--- src/rtl/clock_enable_divider.sv ---
// clock_enable_divider: multi-channel programmable clock-enable generator.
// Each channel gives a one-cycle tick and a near-50% square wave, optionally cascaded.
module clock_enable_divider #(
    parameter int WIDTH       = 16,
    parameter int NUM_CH      = 2,
    parameter int DEFAULT_DIV = 2500,
    parameter int CASCADE     = 0
) (
    input  logic                     clk,
    input  logic                     rst_n,
    input  logic                     en,
    input  logic                     clr,
    input  logic [NUM_CH*WIDTH-1:0]  div_ch,
    output logic [NUM_CH-1:0]        tick_o,
    output logic [NUM_CH-1:0]        sq_o,
    output logic [NUM_CH*WIDTH-1:0]  cnt_o
);
    logic [NUM_CH-1:0] ce;
    logic [NUM_CH-1:0] tc;

    for (genvar g = 0; g < NUM_CH; g++) begin : g_ch
        logic [WIDTH-1:0] cnt;
        logic [WIDTH-1:0] d_act;
        logic [WIDTH-1:0] div;
        logic [WIDTH-1:0] cnt_nx;
        logic             tick;
        logic             sq;

        assign div    = div_ch[g*WIDTH +: WIDTH];
        assign cnt_nx = cnt + 1'b1;
        if (CASCADE != 0 && g > 0) begin : g_casc
            assign ce[g] = tc[g-1];
        end else begin : g_ind
            assign ce[g] = en;
        end
        assign tc[g] = ce[g] && !clr && d_act != '0 && cnt == d_act - 1'b1;
        assign cnt_o[g*WIDTH +: WIDTH] = cnt;
        assign tick_o[g] = tick;
        assign sq_o[g]   = sq;

        // Divisor is only re-sampled at wrap (or while idle/cleared) so periods never glitch.
        always_ff @(posedge clk or negedge rst_n) begin
            if (!rst_n) begin
                cnt   <= '0;
                d_act <= WIDTH'(DEFAULT_DIV);
                tick  <= 1'b0;
                sq    <= 1'b0;
            end else if (clr || d_act == '0) begin
                cnt   <= '0;
                d_act <= div;
                tick  <= 1'b0;
                sq    <= 1'b0;
            end else if (tc[g]) begin
                cnt   <= '0;
                d_act <= div;
                tick  <= 1'b1;
                sq    <= (div >> 1) == '0;
            end else if (ce[g]) begin
                cnt   <= cnt_nx;
                tick  <= 1'b0;
                sq    <= cnt_nx >= (d_act >> 1);
            end else begin
                tick  <= 1'b0;
            end
        end
    end
endmodule

--- config.mk ---
export PLATFORM = sky130hd
export DESIGN_NAME = clock_enable_divider
export DESIGN_NICKNAME = d
export VERILOG_FILES = /design/src/rtl/clock_enable_divider.sv
export SDC_FILE = /design/constraint.sdc
export NUM_CORES = 1
export LEC_CHECK = 0
export ABC_AREA = 1
export CELL_PAD_IN_SITES_DETAIL_PLACEMENT = 2
export CELL_PAD_IN_SITES_GLOBAL_PLACEMENT = 2
export CORE_MARGIN = 3
export CORE_UTILIZATION = 29
export DETAILED_ROUTE_END_ITERATION = 6
export GPL_ROUTABILITY_DRIVEN = 0
export PLACE_DENSITY = 0.87
export SLEW_MARGIN = 40
export SYNTH_ARGS = -nofsm -noshare
export SYNTH_HDL_FRONTEND = slang
export SYNTH_SLANG_ARGS = --single-unit
--- constraint.sdc ---
create_clock -name clk -period 2.4 [get_ports clk]
set_clock_uncertainty 0.15 [all_clocks]
set_input_delay 0.36 -clock clk [delete_from_list [all_inputs] [get_ports clk]]
set_output_delay 0.36 -clock clk [all_outputs]
set_load 0.005 [all_outputs]
Word level (Yosys, flattened, before mapping)
Cells that the tools add are included.

Add/subtract/negate cells: 4. Bitwise gates (word level): 0. $mul: 0. Reduce and logical (&&, ||, !) cells: 18. Shifts and indexed selects: 0. Order comparisons: 2. Div/mod/pow operators: 0. Eq/ne operators: 2. Muxes and demuxes: 20.

Operators with widths (number): $mux 16 (10); $logic_not 16->1 (4); $add 16x1->16 const B (2); $eq 16x16->1 (2); $ge 16x15->1 (2); $reduce_bool 16->1 (2); $sub 16x1->16 const B (2); $mux 1 (10); $reduce_bool 3->1 (2); $logic_and 1x1->1 (5); $reduce_bool 2->1 (2); $logic_or 1x1->1 (2); $logic_not 1->1 (1).

Input port bits: 36. Bits in latches: 0. RAM bits: 0. Memory bits (read-only): 0. Output and inout bits: 36. Bits in registers: 68. Memories: 0. Logic and storage cells: 54.

Logic depth before layout (Yosys ltp)
Depth after elaboration: 6. Mapped depth: 24. Gate-level depth less buffers: 24.

Worst setup path before layout
No wires, ideal clock.

Path type: flip-flop to flip-flop. Start point: register g_ch[1].cnt[0]. End point: register g_ch[1].sq. Arrival time: 2.311 ns. Data required time: 2.133 ns. Period minus slack after synthesis: 2.577 ns. Path slack: -0.177 ns. Library setup time: 0.117 ns. Path buffers: 0. Stages on the path, launching flop included: 20. Cell sequence: dfrtp_1 > ha_1 > nand2_1 > nor2_1 > nand3_1 > nor2_1 > nand2_1 > nor2_1 > xor2_1 > inv_1 > ha_1 > a21o_1 > a21oi_1 > o211ai_1 > inv_1 > nand3_1 > nand3_1 > nand2_1 > nand2_1 > nand2_1.

Longest elaborated chain between the ends: 5. Elaborated cells between the ends (all ways): 8. Classes of those cells: add/sub (1); order compare (1); eq/ne (1); mux (3); reduce/logical (2).

RTL lines: start, declared (line 22) `logic [WIDTH-1:0] cnt;`; start signal, assigned (line 59) `cnt <= cnt_nx;`; $add 16x1->16 (line 30) `assign cnt_nx = cnt + 1'b1;`; $ge 16x15->1 (line 61) `sq <= cnt_nx >= (d_act >> 1);`; $mux 1 (line 58) `end else if (ce[g]) begin`; $mux 1 (line 53) `end else if (tc[g]) begin`; $mux 1 (line 48) `end else if (clr || d_act == '0) begin`; end signal, assigned (line 61); end, declared (line 27) `logic sq;`.

Several ways; a longest one is shown, not always the timed one. The select of a mux whose other input is x is not followed. A chain may end at the register's enable or synchronous reset.

Worst setup path after layout
Same ends and word-level chain as after synthesis.

==> run_results.csv <==
group,metric,value,unit
yosys,synth_top_area_share,0.258,
clock_tree,clkSinkCount,68,
detailed_routing,routed_via_density,5.23,
yosys,synth_top_flop_cell,"sky130_fd_sc_hd__dfrtp_1",
hold_path,timing.hold.worst.class,"in2async",
yosys,synth_cells,792,
sta,headroom_to_the_max_slew_limit,0.628,
worst_setup_path,crit_arrival,3160,ps
pwr,power.share.sequential,0.343,
worst_setup_path,crit-reg2reg-capture,"g_ch[1].sq$_DFFE_PN0P_",
status,run_status,"complete, but fails checks",
clock_tree,clock_tree.root_cell,"sky130_fd_sc_hd__clkbuf_16",
worst_setup_path,worstSetupEndpoint,"g_ch[1].sq$_DFFE_PN0P_",
worst_setup_path,crit_path_top_delay_cell,"sky130_fd_sc_hd__dfrtp_1",
floorplan,core.rowCount,50,
sta,transition_time_at_the_pin_with_the_least_slew_margin,558,ps
floorplan,die_span_in_y,145,um
sta,finalSetupTns,-8550,ps
placed_design,dpl_cell_area,7380,um^2
clock_tree,clockBufferDepth,2,
yosys,synth_top_area_cell,"sky130_fd_sc_hd__dfrtp_1",
yosys,yosys_warnings,0,
layout,final_nets,1080,
clock_tree,htree_num_levels,3,
pwr,power_density,409,nW/um^2
worst_setup_path,worst-endpoint-required,2550,ps
detailed_routing,routed-via-count,6664,
worst_setup_path,regToRegStartpoint,"g_ch[1].cnt[0]$_DFFE_PN0P_",
clock_tree,cts_buffers,9,
floorplan,core_area,18900,um^2
floorplan,die_width,145,um
pwr,cellLeakagePower,4.39,nW
global_route,grt_pass1_wl,41.4,mm
layout,final_layout_size_suffix_gt1_frac,0.414,
yosys,synth_area_per_cell,7.09,um^2
sta,clock.fmax,332,MHz
clock_tree,clk-insertion-delay-late,360,ps
yosys,synth_area_leaders,"sky130_fd_sc_hd__dfrtp_1 26%, sky130_fd_sc_hd__nand2_1 15%, sky130_fd_sc_hd__inv_1 7.6%, sky130_fd_sc_hd__ha_1 7.6%, sky130_fd_sc_hd__xor2_1 5.3%",
sta,maxSlewViolCount,0,
layout,finish.instance_area,9220,um^2
clock_tree,cts.reportedPaths.clkPinSlew,60,ps
worst_setup_path,worstPathMaxFanout,5,
worst_setup_path,cp-start-kind,"register",
detailed_routing,totalWireLength,32.6,mm
sta,finalHoldViolCount,0,
global_route,globalRoute.totalOverflow,0,
layout,number_of_antenna_diodes,0,
worst_setup_path,timing.reg2reg.worst_path_depth,18,
worst_setup_path,critPathLaunch,"g_ch[1].cnt[0]$_DFFE_PN0P_",
floorplan,design.portCount,72,
layout,filler_cell_count,2071,
global_route,grt_pass1_vias,7423,
sta,timing.final.crit_share,1.26,
yosys,mappedNetlistArea,5620,um^2
flow_run,cap_violations,0,
pwr,netSwitchingPower,1.38,mW
worst_setup_path,critPathKind,"reg2reg",
layout,synthToLayoutAreaGrowth,64.2,%
detailed_routing,detailedRoute.firstIterationViolations,289,
pwr,sw_frac_of_total,0.367,
pwr,pwr-share-clk,0.341,
global_route,grt_antenna_before_repair,0,
yosys,synth-async-reset-ratio,1.00,
yosys,synth_nets,862,
floorplan,floorplan.initialDensity,0.297,
sta,report.final.setup_viol,66,
clock_tree,clock_tree_from_tritoncts,"done",
sta,finalWorstSetupSlack,-616,ps
yosys,synth_top_cells_by_count,"224 x sky130_fd_sc_hd__nand2_1, 114 x sky130_fd_sc_hd__inv_1, 72 x sky130_fd_sc_hd__nor2_1, 58 x sky130_fd_sc_hd__dfrtp_1, 43 x sky130_fd_sc_hd__nand3_1",
placed_design,hpwlAfterDp,19.2,mm
yosys,number_of_synthesized_flops_with_an_enable_pin,0,
yosys,synth_cell_types,41,
yosys,synth.yosys.seq_area_share,0.305,
worst_setup_path,cpPeakStageDelay,390,ps
detailed_routing,antenna_violating_nets_remaining,0,
pwr,worst_ir_drop_vdd,0.000390,V
floorplan,fp.dieArea,21100,um^2
yosys,synthMostInstantiatedCell,"sky130_fd_sc_hd__nand2_1",
pwr,internal_power,2.39,mW
status,failed_checks,"setup timing",
sta,min_period,3020,ps
detailed_routing,drc_errors,0,
worst_setup_path,worst_reg2reg_setup_slack,-620,ps
detailed_routing,detail_route.first_pass.iterations,4,
worst_setup_path,critical_path.cell_chain,"buf_6 -> inv_1 -> nor2_1 -> buf_4 -> buf_4 -> nand3_1 -> xor2_2 -> ha_4 -> nand2_1 -> nor2_1 -> nand2_1 -> nand2_1 -> nand4_1 -> nand3_2 -> nand3_2 -> nand2_2 -> nand2_2 -> nand2_2",
global_route,grt_start_max_net_pins,36,
global_route,grt_usage,0.249,
pwr,comb_power_share,0.317,
yosys,synth-seq-cells,68,
sta,unrepaired_setup_endpoints_after_global_routing,"yes",
worst_setup_path,worstSetupEndpointType,"register",
detailed_routing,routed_length_per_placed_instance,25.6,um
placed_design,portBuffers,71,
==> cells by family (layout without fill, tap and decap cells) <==
logic type,after synthesis,in the layout,synth area share
simple gates,416,417,0.336
buf+inv,135,356,0.105
compound gates,88,88,0.0945
flops,68,68,0.305
xor+xnor,51,51,0.0833
fa+ha+maj,34,34,0.0757
==> repair_timing <==
| item | in CTS | in global routing |
|---|---|---|
| hold endpoints to repair | 28 | 0 |
| pin swaps | 38 | 55 |
| resized for setup | 85 | 189 |
| hold buffers | 1 | 0 |
| setup buffers | 22 | 22 |
| gates cloned | 2 | 6 |
| setup endpoints to repair | 66 | 67 |
==> per-layer routing <==
metal	track usage	vias up	part of all wire
met5	0	-	0
met4	0.0874	0	0.052
met3	0.0284	106	0.035
met2	0.478	224	0.55
met1	0.283	3390	0.36
li1	-	2944	-
==> per-stage QoR <==
| step | setup slack [ps] | total power, mW | hold slack [ps] | utilization | cells |
|---|---|---|---|---|---|
| final | -616 | 3.77 | 372 | 0.488 | 1274 |
| after global routing | -776 | 3.92 | 419 | 0.488 | 1274 |
| after CTS | -456 | 3.45 | 387 | 0.433 | 1246 |
| after detailed placement | -627 | 2.12 | 219 | 0.390 | 1208 |
| after global placement | -367 | 2.06 | 214 | 0.390 | 1208 |
| after floorplan | -152 | 1.74 | -85.6 | - | 792 |
==> state kept, by name (all words and copies together) (netlist names) <==
| name | count |
|---|---|
| g_ch.sq | 2 |
| g_ch.tick | 2 |
| g_ch.cnt | 32 |
| g_ch.d_act | 32 |
==> final cells by class <==
cell class                 instances  area [um^2]  area share
clock buffer                      12          236      0.0256
clock inverter                     3         15.0     0.00163
inverter                         119          455      0.0494
multi-input combinational        590         4350       0.471
sequential                        68         1720       0.186
tap                              260          325      0.0353
timing repair buffer             222         2120       0.230
==> cells in the final DEF, fill, tap and decap left out, types with 6 or more instances in the layout <==
master	netlist	layout
sky130_fd_sc_hd__buf_12	1	7
sky130_fd_sc_hd__clkdlybuf4s50_1	0	70
sky130_fd_sc_hd__nand2_4	2	24
sky130_fd_sc_hd__a21oi_1	17	11
sky130_fd_sc_hd__buf_4	7	121
sky130_fd_sc_hd__nor2_1	72	44
sky130_fd_sc_hd__dfrtp_1	58	54
sky130_fd_sc_hd__xor2_2	1	12
sky130_fd_sc_hd__buf_6	5	15
sky130_fd_sc_hd__nand4_1	13	13
sky130_fd_sc_hd__nor2_2	8	19
sky130_fd_sc_hd__xnor2_1	15	12
sky130_fd_sc_hd__ha_4	0	12
sky130_fd_sc_hd__inv_2	4	20
sky130_fd_sc_hd__inv_1	114	96
sky130_fd_sc_hd__xor2_1	34	23
sky130_fd_sc_hd__o22ai_1	19	12
sky130_fd_sc_hd__nand2_2	17	45
sky130_fd_sc_hd__nand3_4	0	6
sky130_fd_sc_hd__nor2_4	8	25
sky130_fd_sc_hd__nand3_1	43	24
sky130_fd_sc_hd__ha_1	34	20
sky130_fd_sc_hd__dfstp_2	10	10
sky130_fd_sc_hd__nand3_2	2	15
sky130_fd_sc_hd__o21ai_2	11	33
sky130_fd_sc_hd__clkbuf_16	0	14
sky130_fd_sc_hd__nand2_1	224	173
sky130_fd_sc_hd__a21oi_2	0	6
==> worst min path at each step <==
| stage | to | slack [ps] | cells past startpoint | start |
|---|---|---|---|---|
| after floorplan | g_ch[0].cnt[0]$_DFFE_PN0P_ | -90 | 0 | rst_n |
| after global placement | g_ch[1].cnt[13]$_DFFE_PN0P_ | 210 | 1 | rst_n |
| after detailed placement | g_ch[1].cnt[12]$_DFFE_PN0P_ | 220 | 1 | rst_n |
| after CTS | g_ch[1].cnt[12]$_DFFE_PN0P_ | 390 | 2 | rst_n |
| after global routing | g_ch[1].cnt[12]$_DFFE_PN0P_ | 420 | 2 | rst_n |
| final | g_ch[1].cnt[12]$_DFFE_PN0P_ | 370 | 2 | rst_n |
==> critical path: cells and delay by family (launching register included) <==
kind                       cells  cell delay, ps
DFF                            1             390
and+or+nand+nor               12            1390
xor gates and xnor gates       1             210
adders and majority gates      1             320
buffers and inverters          4             510
==> power by group through the flow <==
stage          sequential (mW)  clock (mW)  combinational [mW]
2_1_floorplan             1.28           0               0.451
3_3_place_gp              1.29           0               0.764
3_5_place_dp              1.30           0               0.821
4_1_cts                   1.28        1.25               0.919
5_1_grt                   1.30        1.34                1.27
6_report                  1.29        1.29                1.20
No activity file was read; power rests on OpenSTA's default activity.
==> patch 1 (same flow settings) <==
Put one more register stage on the output `cnt_o`, without a reset. The value now appears one clock later. The other outputs are not delayed to match.
--- a/src/rtl/clock_enable_divider.sv
+++ b/src/rtl/clock_enable_divider.sv
@@ -15,6 +15,8 @@
     output logic [NUM_CH-1:0]        sq_o,
     output logic [NUM_CH*WIDTH-1:0]  cnt_o
 );
+
+    logic [NUM_CH*WIDTH-1:0] cnt_d;
     logic [NUM_CH-1:0] ce;
     logic [NUM_CH-1:0] tc;
 
@@ -34,7 +36,7 @@
             assign ce[g] = en;
         end
         assign tc[g] = ce[g] && !clr && d_act != '0 && cnt == d_act - 1'b1;
-        assign cnt_o[g*WIDTH +: WIDTH] = cnt;
+        assign cnt_d[g*WIDTH +: WIDTH] = cnt;
         assign tick_o[g] = tick;
         assign sq_o[g]   = sq;
 
@@ -64,5 +66,9 @@
             end
         end
     end
+    always_ff @(posedge clk) begin
+        cnt_o <= cnt_d;
+    end
+
 endmodule
 
Check against the original RTL: not equivalent (a bounded check fails within 4 cycles, from zero or initial values and one cycle with rst_n low).
==> patch 1 against the original RTL <==
  * Synthesized area is 9.4% higher
  * Critical endpoint is now g_ch[0].sq
  * Total power is 33% higher
  * Routed wire length is 42% higher
  * Final cell count is 6.0% higher
  * Worst setup slack worse by 0.28 ns
  * Sequential cell count is 32 higher
  * The run still ends with setup timing left
  * Cell area is 14% higher
  * First-iteration DRC count is 57% higher
  * Count of clock-buffer cells in the layout stayed put
  * Utilization is 2.7 points higher
==> patch 1: results (changes against the original RTL) <==
| Metric | Value |
|---|---|
| Max stage delay on crit path | 0.46 ns (+0.07 ns) |
| Worst-path fanout max | 3 (-2) |
| Critical path arrival | 3.45 ns (+0.29 ns) |
| Hold Crit Class | reg2reg |
| Failing checks | setup timing |
| WL met3 | 2.46 mm (+110%) |
| M1 GR Usage | 32.9% (+4.6 points) |
| Clock Latency Late Sink | 0.40 ns (+0.04 ns) |
| Layout cells sized above 1 | 44.1% (+2.7 points) |
| Register area share after synthesis | 38.3% (+7.8 points) |
| Final setup violation count | 68 (+3.0%) |
| Critical R2R Launch | g_ch[0].cnt[1] |
| GRT met3 Usage | 5.41% (+2.6 points) |
| R2r endpoint | g_ch[0].sq |
| Post-synth cell types | 40 (-2.4%) |
| Worst vdd ir | 0.000556 V (+43%) |
| Adder-Cell Fraction of Synth Area | 6.92% (-0.65 points) |
| Detail Route met2 WL | 23.2 mm (+29%) |
| Worst setup margin | -0.894 ns (-0.278 ns) |
| Relative slew slack | 68.5% (+5.7 points) |
| Compound-Gate Fraction of Synth Area | 10.0% (+0.55 points) |
| First-pass GRT wire length | 53.8 mm (+30%) |
| Post-Route WL | 46.3 mm (+42%) |
| Largest cells by area after synthesis | dfrtp_1 24%, nand2_1 14%, dfxtp_1 10% |
| Post-Synth XOR/XNOR Area | 6.70% (-1.6 points) |
| Outcome | finished, violations left |
patch 1: power by group:
| group | internal, mW | switching, mW | leakage (nW) |
|---|---|---|---|
| sequential | 1.75 | 0.112 | 1.12 |
| combinational | 0.584 | 0.933 | 3.45 |
| clock | 0.815 | 0.825 | 0.137 |
patch 1: worst max-delay path by stage:
stage / from / to / slack (ns)
final: g_ch[0].cnt[1] / g_ch[0].sq / -0.89
after global routing: g_ch[0].cnt[1] / g_ch[0].sq / -0.95
after CTS: g_ch[0].cnt[0] / g_ch[0].sq / -0.38
after detailed placement: g_ch[0].cnt[1] / g_ch[0].sq / -0.59
after global placement: g_ch[1].cnt[0] / g_ch[1].sq / -0.23
after floorplan: g_ch[0].cnt[0] / g_ch[0].sq / -0.18
patch 1: stage by stage:
step | cell area (sq um) | setup TNS [ns] | cells | hold slack [ns] | util [%]
finish | 10600 | -22.25 | 1350 | 0.352 | 51.5
global route | 10600 | -25.80 | 1350 | 0.358 | 51.5
CTS | 9330 | -4.78 | 1312 | 0.322 | 45.5
detailed placement | 7970 | -16.40 | 1259 | 0.278 | 38.9
floorplan | 6190 | -0.230 | 830 | -0.0856 | -
global placement | 7970 | -8.34 | 1259 | 0.267 | 38.9
patch 1: layout make-up:
type                            count  area (sq um)
Fill cell                        2122          9940
Multi-Input combinational cell    610          4740
Timing Repair Buffer              249          2420
Sequential cell                   100          2360
Inverter                          105           400
Tap cell                          270           338
Clock buffer                       12           236
Clock inverter                      4          51.3
patch 1: repair_timing:
action / 4_1_cts / 5_1_grt
endpoints found under the hold margin: 58 / 0
endpoints found under the setup margin: 67 / 68
pin swaps: 31 / 46
buffers inserted: 30 / 36
gates resized for setup: 159 / 217
gates cloned: 8 / 5
hold buffers: 1 / 0
==> patch 2 (same flow settings) <==
Made on the original files. The parameter `CASCADE` goes from 0 to 1.
--- a/src/rtl/clock_enable_divider.sv
+++ b/src/rtl/clock_enable_divider.sv
@@ -4,7 +4,7 @@
     parameter int WIDTH       = 16,
     parameter int NUM_CH      = 2,
     parameter int DEFAULT_DIV = 2500,
-    parameter int CASCADE     = 0
+    parameter int CASCADE     = 1
 ) (
     input  logic                     clk,
     input  logic                     rst_n,
Check against the original RTL: not equivalent (Yosys sat finds a counterexample within 4 cycles, from zero or initial values and one cycle with rst_n low).
==> patch 2 against the original RTL <==
  * The flow still finishes with violations (setup timing)
  * Hold slack gained 0.035 ns
  * Critical path depth grew 2
  * Sequential cell count did not move
  * Worst setup slack got worse by 0.38 ns
  * Routed wire length up 50%
  * Total power rose by 14%
  * Cell area up 11%
  * Synthesized cell count increased by 5.4%
  * Synthesized area increased by 6.7%
  * First-iteration DRC count rose to 3.0 times the old value
  * Fmax fell by 11%
  * Largest cell class unchanged
  * Largest power group is now combinational cells
==> patch 2: results (changes against the original RTL) <==
| Metric | Value |
|---|---|
| Outcome | finished, violations left |
| Failing checks | setup timing |
| Worst-path fanout max | 3 (-2) |
| Total GRT Usage | 37.2% (+12 points) |
| Signal buffers | 281 (+27%) |
| Worst setup margin | -0.991 ns (-0.375 ns) |
| Total design power | 4.30 mW (+14%) |
| Vias in the first global route | 8963 (+21%) |
| Cells after DPL | 1305 (+8.0%) |
| Max stage delay on crit path | 0.45 ns (+0.06 ns) |
| Register share of the cell area | 16.9% (-1.8 points) |
| Adder-Cell Fraction of Synth Area | 7.10% (-0.47 points) |
| Clock buf/inv share | 2.68% (-0.043 points) |
| Seq pwr share | 30.7% (-3.6 points) |
| Relative slew slack | 55.3% (-7.5 points) |
| Wire length per cell | 35.4 microns (+38%) |
| Post-CTS Resized | 111 (+31%) |
| DRT Pass-1 Iters | 6 (+2) |
| Number of non-clock inverters in the layout | 112 (-5.9%) |
| Wl on met1 | 19.0 mm (+61%) |
| Highest Signal Layer | met5 |
| Final nets | 1182 (+9.4%) |
| Layout cells sized above 1 | 46.3% (+4.9 points) |
| M1 GR Usage | 45.5% (+17 points) |
| Largest cells by area after synthesis | dfrtp_1 24%, nand2_1 15%, ha_1 7.1% |
| Clock Power Share | 33.0% (-1.1 points) |
| Worst vdd ir | 0.000584 V (+50%) |
| Final Util | 51.4% (+2.6 points) |
| Dpl cell area | 8120 sq um (+10%) |
| First-pass GRT wire length | 60.8 mm (+47%) |
| Vias | 8387 (+26%) |
| Largest net degree at the start of global routing | 37 (+2.8%) |
| Register area share after synthesis | 28.6% (-1.9 points) |
| Final setup violation count | 68 (+3.0%) |
| Initial detailed-routing violation count | 866 (+200%) |
| Setup_tns | -40.64 ns (-32.09 ns) |
| Cells after synthesis | 835 (+5.4%) |
| GR Util met2 | 61.3% (+13 points) |
| Post-synth cell types | 43 (+4.9%) |
| Sw Pwr | 1.76 mW (+27%) |
| Slowest cell on crit path | dfrtp_2 |
| Initial antenna violation count | 2 (+2) |
| Compound-Gate Fraction of Synth Area | 11.2% (+1.7 points) |
| CLK BUF | 14 (+2) |
| Critical path arrival | 3.49 ns (+0.33 ns) |
| Final HPWL DP | 24.7 mm (+29%) |
| Filler cells | 2139 (+3.3%) |
| Clock Latency Late Sink | 0.38 ns (+0.02 ns) |
| Post-Synth XOR/XNOR Area | 8.33% (about the same) |
| GRT met3 Usage | 8.09% (+5.2 points) |
| WL met3 | 4.05 mm (+250%) |
| Syn Nets | 905 (+5.0%) |
| Leakage power | 4.66 nW (+6.1%) |
| Top cells by count, synth | 232 x nand2_1, 102 x inv_1, 72 x nor2_1 |
| Multi-input gate area | 4870 sq um (+12%) |
| Pre-CTS setup slack | -0.742 ns (-0.115 ns) |
| Fin cells | 1382 (+8.5%) |
-- patch 2: cell count changes after synthesis, moves of 4 or more --
| cell | unedited run | this run |
|---|---|---|
| nor2_2 | 8 | 13 |
| xor2_1 | 34 | 48 |
| o21ai_1 | 11 | 6 |
| inv_1 | 114 | 102 |
| nand3_1 | 43 | 47 |
| o22ai_2 | 0 | 6 |
| nor3_1 | 7 | 23 |
| nand2_1 | 224 | 232 |
| o21ai_2 | 11 | 23 |
| nand4_1 | 13 | 19 |
| inv_2 | 4 | 10 |
| nand2_2 | 17 | 12 |
| xnor2_1 | 15 | 9 |
-- patch 2: path summary, 6_finish.rpt --
kind | start | end | slack [ns]
min | rst_n | g_ch[0].cnt[8] | 0.41
min in group clk | g_ch[0].sq | g_ch[0].sq | 0.42
max reg2reg | g_ch[1].cnt[0] | g_ch[1].sq | -0.99
min reg2reg | g_ch[0].sq | g_ch[0].sq | 0.42
max | g_ch[1].cnt[0] | g_ch[1].sq | -0.99
max in group asynchronous | rst_n | g_ch[1].d_act[2] | 0.99
